===== src/rtl/hazard_ctrl_if.sv =====
// hazard_ctrl_if: pipeline hazard inputs and stall/flush control outputs of hazard_ctrl
interface hazard_ctrl_if;
  logic [4:0]  ID_rs, ID_rt, EX_rt;
  logic        ID_use_rs, ID_use_rt, EX_MemRead;
  logic        ID_md_start, ID_mfhilo, branch_taken, jump;
  logic        PCWrite, IFWrite, IFflush, IDEXflush, md_busy;
  logic [1:0]  state;
  logic [15:0] stall_cnt, flush_cnt;
  modport master (
    output ID_rs, ID_rt, EX_rt, ID_use_rs, ID_use_rt, EX_MemRead,
           ID_md_start, ID_mfhilo, branch_taken, jump,
    input  PCWrite, IFWrite, IFflush, IDEXflush, md_busy, state, stall_cnt, flush_cnt
  );
  modport slave (
    input  ID_rs, ID_rt, EX_rt, ID_use_rs, ID_use_rt, EX_MemRead,
           ID_md_start, ID_mfhilo, branch_taken, jump,
    output PCWrite, IFWrite, IFflush, IDEXflush, md_busy, state, stall_cnt, flush_cnt
  );
endinterface


===== src/rtl/hazard_ctrl.sv =====
// hazard_ctrl: load-use and mult/div hazard stalls, branch/jump flushes, perf counters
module hazard_ctrl #(
  parameter int unsigned MD_LAT = 4
) (
  input logic         clk,
  input logic         rst,
  hazard_ctrl_if.slave hz
);
  typedef enum logic [1:0] {RUN = 2'd0, STALL_LU = 2'd1, STALL_MD = 2'd2} state_e;
  state_e      state_q, state_d;
  logic [3:0]  md_cnt_q, md_cnt_d;
  logic [15:0] stall_cnt_q, stall_cnt_d, flush_cnt_q, flush_cnt_d;
  logic        lu, mdh, redirect, stall, md_busy;
  assign md_busy  = md_cnt_q != 4'd0;
  assign lu       = hz.EX_MemRead & (hz.EX_rt != 5'd0) &
                    ((hz.ID_use_rs & (hz.ID_rs == hz.EX_rt)) | (hz.ID_use_rt & (hz.ID_rt == hz.EX_rt)));
  assign mdh      = md_busy & (hz.ID_mfhilo | hz.ID_md_start);
  assign redirect = hz.branch_taken | hz.jump;
  assign stall    = (lu | mdh) & ~redirect;
  always_comb begin
    hz.PCWrite   = rst ? 1'b0 : ~stall;
    hz.IFWrite   = rst ? 1'b0 : ~stall & ~redirect;
    hz.IFflush   = rst ? 1'b0 : redirect;
    hz.IDEXflush = rst ? 1'b0 : stall | redirect;
    hz.md_busy   = md_busy;
    hz.state     = state_q;
    hz.stall_cnt = stall_cnt_q;
    hz.flush_cnt = flush_cnt_q;
  end
  // a flushed mult/div never starts; a fresh start overrides the countdown
  always_comb begin
    state_d     = lu & ~redirect ? STALL_LU : mdh & ~redirect ? STALL_MD : RUN;
    md_cnt_d    = hz.ID_md_start & ~md_busy & ~redirect ? 4'(MD_LAT) :
                  md_busy ? md_cnt_q - 4'd1 : 4'd0;
    stall_cnt_d = stall & (stall_cnt_q != 16'hFFFF) ? stall_cnt_q + 16'd1 : stall_cnt_q;
    flush_cnt_d = redirect & (flush_cnt_q != 16'hFFFF) ? flush_cnt_q + 16'd1 : flush_cnt_q;
  end
  always_ff @(posedge clk) begin
    if (rst) begin
      state_q     <= RUN;
      md_cnt_q    <= 4'd0;
      stall_cnt_q <= 16'd0;
      flush_cnt_q <= 16'd0;
    end else begin
      state_q     <= state_d;
      md_cnt_q    <= md_cnt_d;
      stall_cnt_q <= stall_cnt_d;
      flush_cnt_q <= flush_cnt_d;
    end
  end
endmodule


===== src/flat_wrapper.sv =====
// flat-port wrapper written by rule: the top's interface ports become plain ports
module hazard_ctrl_flat 
#(
  parameter int unsigned MD_LAT = 4
)
  (clk, rst, hz_ID_rs, hz_ID_rt, hz_EX_rt, hz_ID_use_rs, hz_ID_use_rt, hz_EX_MemRead, hz_ID_md_start, hz_ID_mfhilo, hz_branch_taken, hz_jump, hz_PCWrite, hz_IFWrite, hz_IFflush, hz_IDEXflush, hz_md_busy, hz_state, hz_stall_cnt, hz_flush_cnt);
  hazard_ctrl_if hz_i ();
  input logic clk;
  input logic rst;
  input wire logic [$bits(hz_i.ID_rs)-1:0] hz_ID_rs;
  input wire logic [$bits(hz_i.ID_rt)-1:0] hz_ID_rt;
  input wire logic [$bits(hz_i.EX_rt)-1:0] hz_EX_rt;
  input wire logic [$bits(hz_i.ID_use_rs)-1:0] hz_ID_use_rs;
  input wire logic [$bits(hz_i.ID_use_rt)-1:0] hz_ID_use_rt;
  input wire logic [$bits(hz_i.EX_MemRead)-1:0] hz_EX_MemRead;
  input wire logic [$bits(hz_i.ID_md_start)-1:0] hz_ID_md_start;
  input wire logic [$bits(hz_i.ID_mfhilo)-1:0] hz_ID_mfhilo;
  input wire logic [$bits(hz_i.branch_taken)-1:0] hz_branch_taken;
  input wire logic [$bits(hz_i.jump)-1:0] hz_jump;
  output wire logic [$bits(hz_i.PCWrite)-1:0] hz_PCWrite;
  output wire logic [$bits(hz_i.IFWrite)-1:0] hz_IFWrite;
  output wire logic [$bits(hz_i.IFflush)-1:0] hz_IFflush;
  output wire logic [$bits(hz_i.IDEXflush)-1:0] hz_IDEXflush;
  output wire logic [$bits(hz_i.md_busy)-1:0] hz_md_busy;
  output wire logic [$bits(hz_i.state)-1:0] hz_state;
  output wire logic [$bits(hz_i.stall_cnt)-1:0] hz_stall_cnt;
  output wire logic [$bits(hz_i.flush_cnt)-1:0] hz_flush_cnt;
  assign hz_i.ID_rs = hz_ID_rs;
  assign hz_i.ID_rt = hz_ID_rt;
  assign hz_i.EX_rt = hz_EX_rt;
  assign hz_i.ID_use_rs = hz_ID_use_rs;
  assign hz_i.ID_use_rt = hz_ID_use_rt;
  assign hz_i.EX_MemRead = hz_EX_MemRead;
  assign hz_i.ID_md_start = hz_ID_md_start;
  assign hz_i.ID_mfhilo = hz_ID_mfhilo;
  assign hz_i.branch_taken = hz_branch_taken;
  assign hz_i.jump = hz_jump;
  assign hz_PCWrite = hz_i.PCWrite;
  assign hz_IFWrite = hz_i.IFWrite;
  assign hz_IFflush = hz_i.IFflush;
  assign hz_IDEXflush = hz_i.IDEXflush;
  assign hz_md_busy = hz_i.md_busy;
  assign hz_state = hz_i.state;
  assign hz_stall_cnt = hz_i.stall_cnt;
  assign hz_flush_cnt = hz_i.flush_cnt;
  hazard_ctrl #(.MD_LAT(MD_LAT)) u_core (.clk(clk), .rst(rst), .hz(hz_i));
endmodule

===== config.mk =====
export PLATFORM = sky130hd
export DESIGN_NAME = hazard_ctrl_flat
export DESIGN_NICKNAME = d
export VERILOG_FILES = /design/src/rtl/hazard_ctrl_if.sv /design/src/rtl/hazard_ctrl.sv /design/src/flat_wrapper.sv
export SDC_FILE = /design/constraint.sdc
export NUM_CORES = 1
export LEC_CHECK = 0
export CORE_MARGIN = 1
export CORE_UTILIZATION = 47
export DETAILED_ROUTE_END_ITERATION = 7
export PLACE_DENSITY = 0.84
export RECOVER_POWER = 25
export SYNTH_ARGS = -nofsm -noshare
export SYNTH_HDL_FRONTEND = slang
export SYNTH_SLANG_ARGS = --single-unit

===== constraint.sdc =====
create_clock -name clk -period 2.64 [get_ports clk]
set_clock_uncertainty 0.15 [all_clocks]
set_input_delay 0.528 -clock clk [delete_from_list [all_inputs] [get_ports clk]]
set_output_delay 0.528 -clock clk [all_outputs]
set_load 0.02 [all_outputs]

==> impl_metrics.toml, run 1 <==
[timing]
setup_viol = 0
drv_slew = 0
tightestPinTransition_ps = 580.0
hold_viol = 0
relSlewSlack_pct = 61.01
finalWorstPathRequiredPeriod_ps = 2614
min_period_over_period_pct = 99.03
grt_setup_unrepaired = "yes"
fmax_mhz = 382.5

[setup_path]
required_ps = 1960
cpPeakStageDelay_ps = 250
crit_family = "buffers and inverters"
reg2reg_slack_ps = 240
path_max_fanout = 2
cp_slowest_cell = "dlygate4sd2_1"
worstSetupPathType = "primary input to output port"
critPathLaunchType = "primary input"
arrival_ps = 1940
cp_common_cell = "nor2_1"
path_cells = "dlygate4sd2_1 -> xnor2_1 -> nand4_1 -> o22a_1 -> o21ai_2 -> nor2_1 -> nor2_1 -> buf_4"
end_kind = "output port"
path_buf_inv = 2

[die]
start_util_pct = 49.88
row_count = 23
io_pins = 63
die-width_um = 67.85
core-area_mm2 = 0.004086
die_h_um = 67.85
die_area_mm2 = 0.004604

[route]
routed_wl_um = 5528
drt_iter0_drc = 131
drtPass1Iterations = 4
wl_per_cell_um = 14.17
postRouteAntennaNets = 0
detailroute.via_count = 2106
route.detailed.drc = 0
avgViaCountPerCell = 5.400

[global_routing]
grt_first_pass_wirelength_um = 9032
grtUsageTotal_pct = 26.48
met2_usage_pct = 46.04
grtUsageMet1_pct = 30.67
grt_max_degree = 36
grt_pass1_vias = 2064
grt_overflow = 0
antenna_found_initial = 0
gr-usage-met3_pct = 6.500
grt.busiest_layer = "met2"

[flow_run]
maxCapViolCount = 0

[cells_and_area]
design_area_mm2 = 0.003079
diodes = 0
fin_util_pct = 75.35
final_common_cell = "clkdlybuf4s50_1"
layout-drive-gt1-share_pct = 22.06
syn2layout_area_growth_pct = 51.07
layout_common_cells = "clkdlybuf4s50_1 (43), buf_4 (38), dfxtp_1 (38)"
nNetsFinal = 367

[clock_network]
cts_buffers = 5
cts_hold_buf = 0
clock_sinks = 38
cts_tree = "yes"
clk_latency_ps = 290
cts.clk_slew.worst_paths_ps = 70
cts_root_buf = "clkbuf_8"
cts_buffer_depth = 2
cts_htree_levels = 2

[placement]
dpl_cell_area_mm2 = 0.002914
gp_congestion = 0.8148
io_buffers = 62
dp_hpwl_um = 3897

[logic_synthesis]
ys_ff_latch = 38
async_flop_share_pct = 0
ys_seq_area_share_pct = 37.32
synth_edf_count = 0
syn_nets = 270
yosys_warnings = 0
ys.flop_type = "dfxtp_1"
syn-cell-area_mm2 = 0.002038
ys_types = 52
synth_top_area_share_pct = 37.32
syn_inst = 243
yosys-top-cells-area = "dfxtp_1 (37%), nor2_1 (6.4%), xnor2_1 (6.4%)"
synth.avg_cell_area_um2 = 8.388
synth_top_area_cell = "dfxtp_1"

[power_and_ir_drop]
total_power_mw = 1.813
p_per_area_mw_per_mm2 = 588.9
p_leak_nw = 1.187
peakVddDrop_mv = 0.5631

[hold_path]
hold_path_class = "register to register"

[outcome]
status = "complete, no violations"
layer usage:
layer,part of all wire [%],wire [um]
met1,43,2399
met2,50,2769
met3,3.9,214
met4,2.6,144
met5,0,0
repair_timing:
item                       CTS  global route
setup buffers                5             1
gates resized for setup     41            15
setup endpoints to repair    3             6
pin swaps                   17            13
through the flow:
step | worst slack [ps] | std cells | setup TNS, ps | hold slack (ps)
3_3_place_gp | -771.5 | 377 | -3624 | 331.5
6_report | 25.56 | 390 | 0 | 355.0
2_1_floorplan | 65.35 | 243 | 0 | 268.0
3_5_place_dp | -812.0 | 377 | -4453 | 341.3
5_1_grt | -29.69 | 390 | -29.69 | 387.4
4_1_cts | -8.634 | 389 | -8.634 | 353.2
sequential cells by signal, summed over array words and instances (netlist names):
name and count:
u_core.hz.flush_cnt 16, u_core.hz.state 2, u_core.hz.stall_cnt 16, u_core.md_cnt_q 4
layout make-up:
cell class	count	area (um2)
clock inverters	1	30.03
clock buffers	6	82.58
well taps	50	62.56
fillers	295	1007
repair buffers	99	870.8
multi-input cells	189	1246
inverters	7	26.28
flip-flops and latches	38	760.7
synth_stat cells, types with 2 or more instances:
| library cell | count |
|---|---|
| xnor2_1 | 15 |
| clkbuf_1 | 5 |
| nor4_1 | 4 |
| a21oi_1 | 15 |
| buf_2 | 2 |
| nor3_1 | 9 |
| dfxtp_1 | 38 |
| and2_1 | 2 |
| inv_1 | 6 |
| nor2_1 | 35 |
| xor2_1 | 10 |
| nor2b_1 | 3 |
| ha_1 | 3 |
| nand3_1 | 13 |
| o31ai_1 | 2 |
| and4_1 | 4 |
| nand4_1 | 7 |
| mux2_4 | 2 |
| and3_1 | 4 |
| o21ai_0 | 7 |
| nor4_2 | 3 |
| nand2_1 | 16 |
| or3_1 | 9 |
path summary, 6_finish.rpt:
| path | from | to | cells after the start |
|---|---|---|---|
| worst min register to register | u_core.hz.stall_cnt[6] | u_core.hz.stall_cnt[6] | 2 |
| worst max register to register | u_core.md_cnt_q[0] | u_core.hz.stall_cnt[5] | 12 |
| worst min-delay path | u_core.hz.stall_cnt[6] | u_core.hz.stall_cnt[6] | 2 |
| worst max-delay path | hz_ID_rt[1] | hz_IDEXflush | 8 |
worst min-delay path, delay by kind of cell, from the launching register on:
kind	cells	cell delay (ps)
AOI/OAI and AO/OA	2	130
DFF	1	340
logic make-up after synthesis:
group,share of synthesized area [%]
DFF,37.32
and+or+nand+nor,30.51
buffers and inverters,3.253
muxes,2.517
xor gates and xnor gates,10.74
adders and majority gates,1.842
AOI/OAI and AO/OA,13.81
where the power goes:
part | leakage (nW) | internal [mW] | switching (mW)
logic | 0.822 | 0.361 | 0.316
registers | 0.307 | 0.607 | 0.0305
clock network | 0.0573 | 0.302 | 0.198
(Power assumes the default switching activity.)
==> run 2, diff against run 1 <==
--- a/config.mk
+++ b/config.mk
@@ -10,6 +10,7 @@
 export DETAILED_ROUTE_END_ITERATION = 7
 export PLACE_DENSITY = 0.84
 export RECOVER_POWER = 25
+export SLEW_MARGIN = 40
 export SYNTH_ARGS = -nofsm -noshare
 export SYNTH_HDL_FRONTEND = slang
 export SYNTH_SLANG_ARGS = --single-unit
==> results of run 2 <==
Final layout, timing and power as in run 1 (identical DEF).
==> run 3, diff against run 2 <==
--- a/config.mk
+++ b/config.mk
@@ -10,7 +10,7 @@
 export DETAILED_ROUTE_END_ITERATION = 7
 export PLACE_DENSITY = 0.84
 export RECOVER_POWER = 25
-export SLEW_MARGIN = 40
+export SLEW_MARGIN = 20
 export SYNTH_ARGS = -nofsm -noshare
 export SYNTH_HDL_FRONTEND = slang
 export SYNTH_SLANG_ARGS = --single-unit
==> results of run 3 <==
Final layout, timing and power as in run 1 (identical DEF).
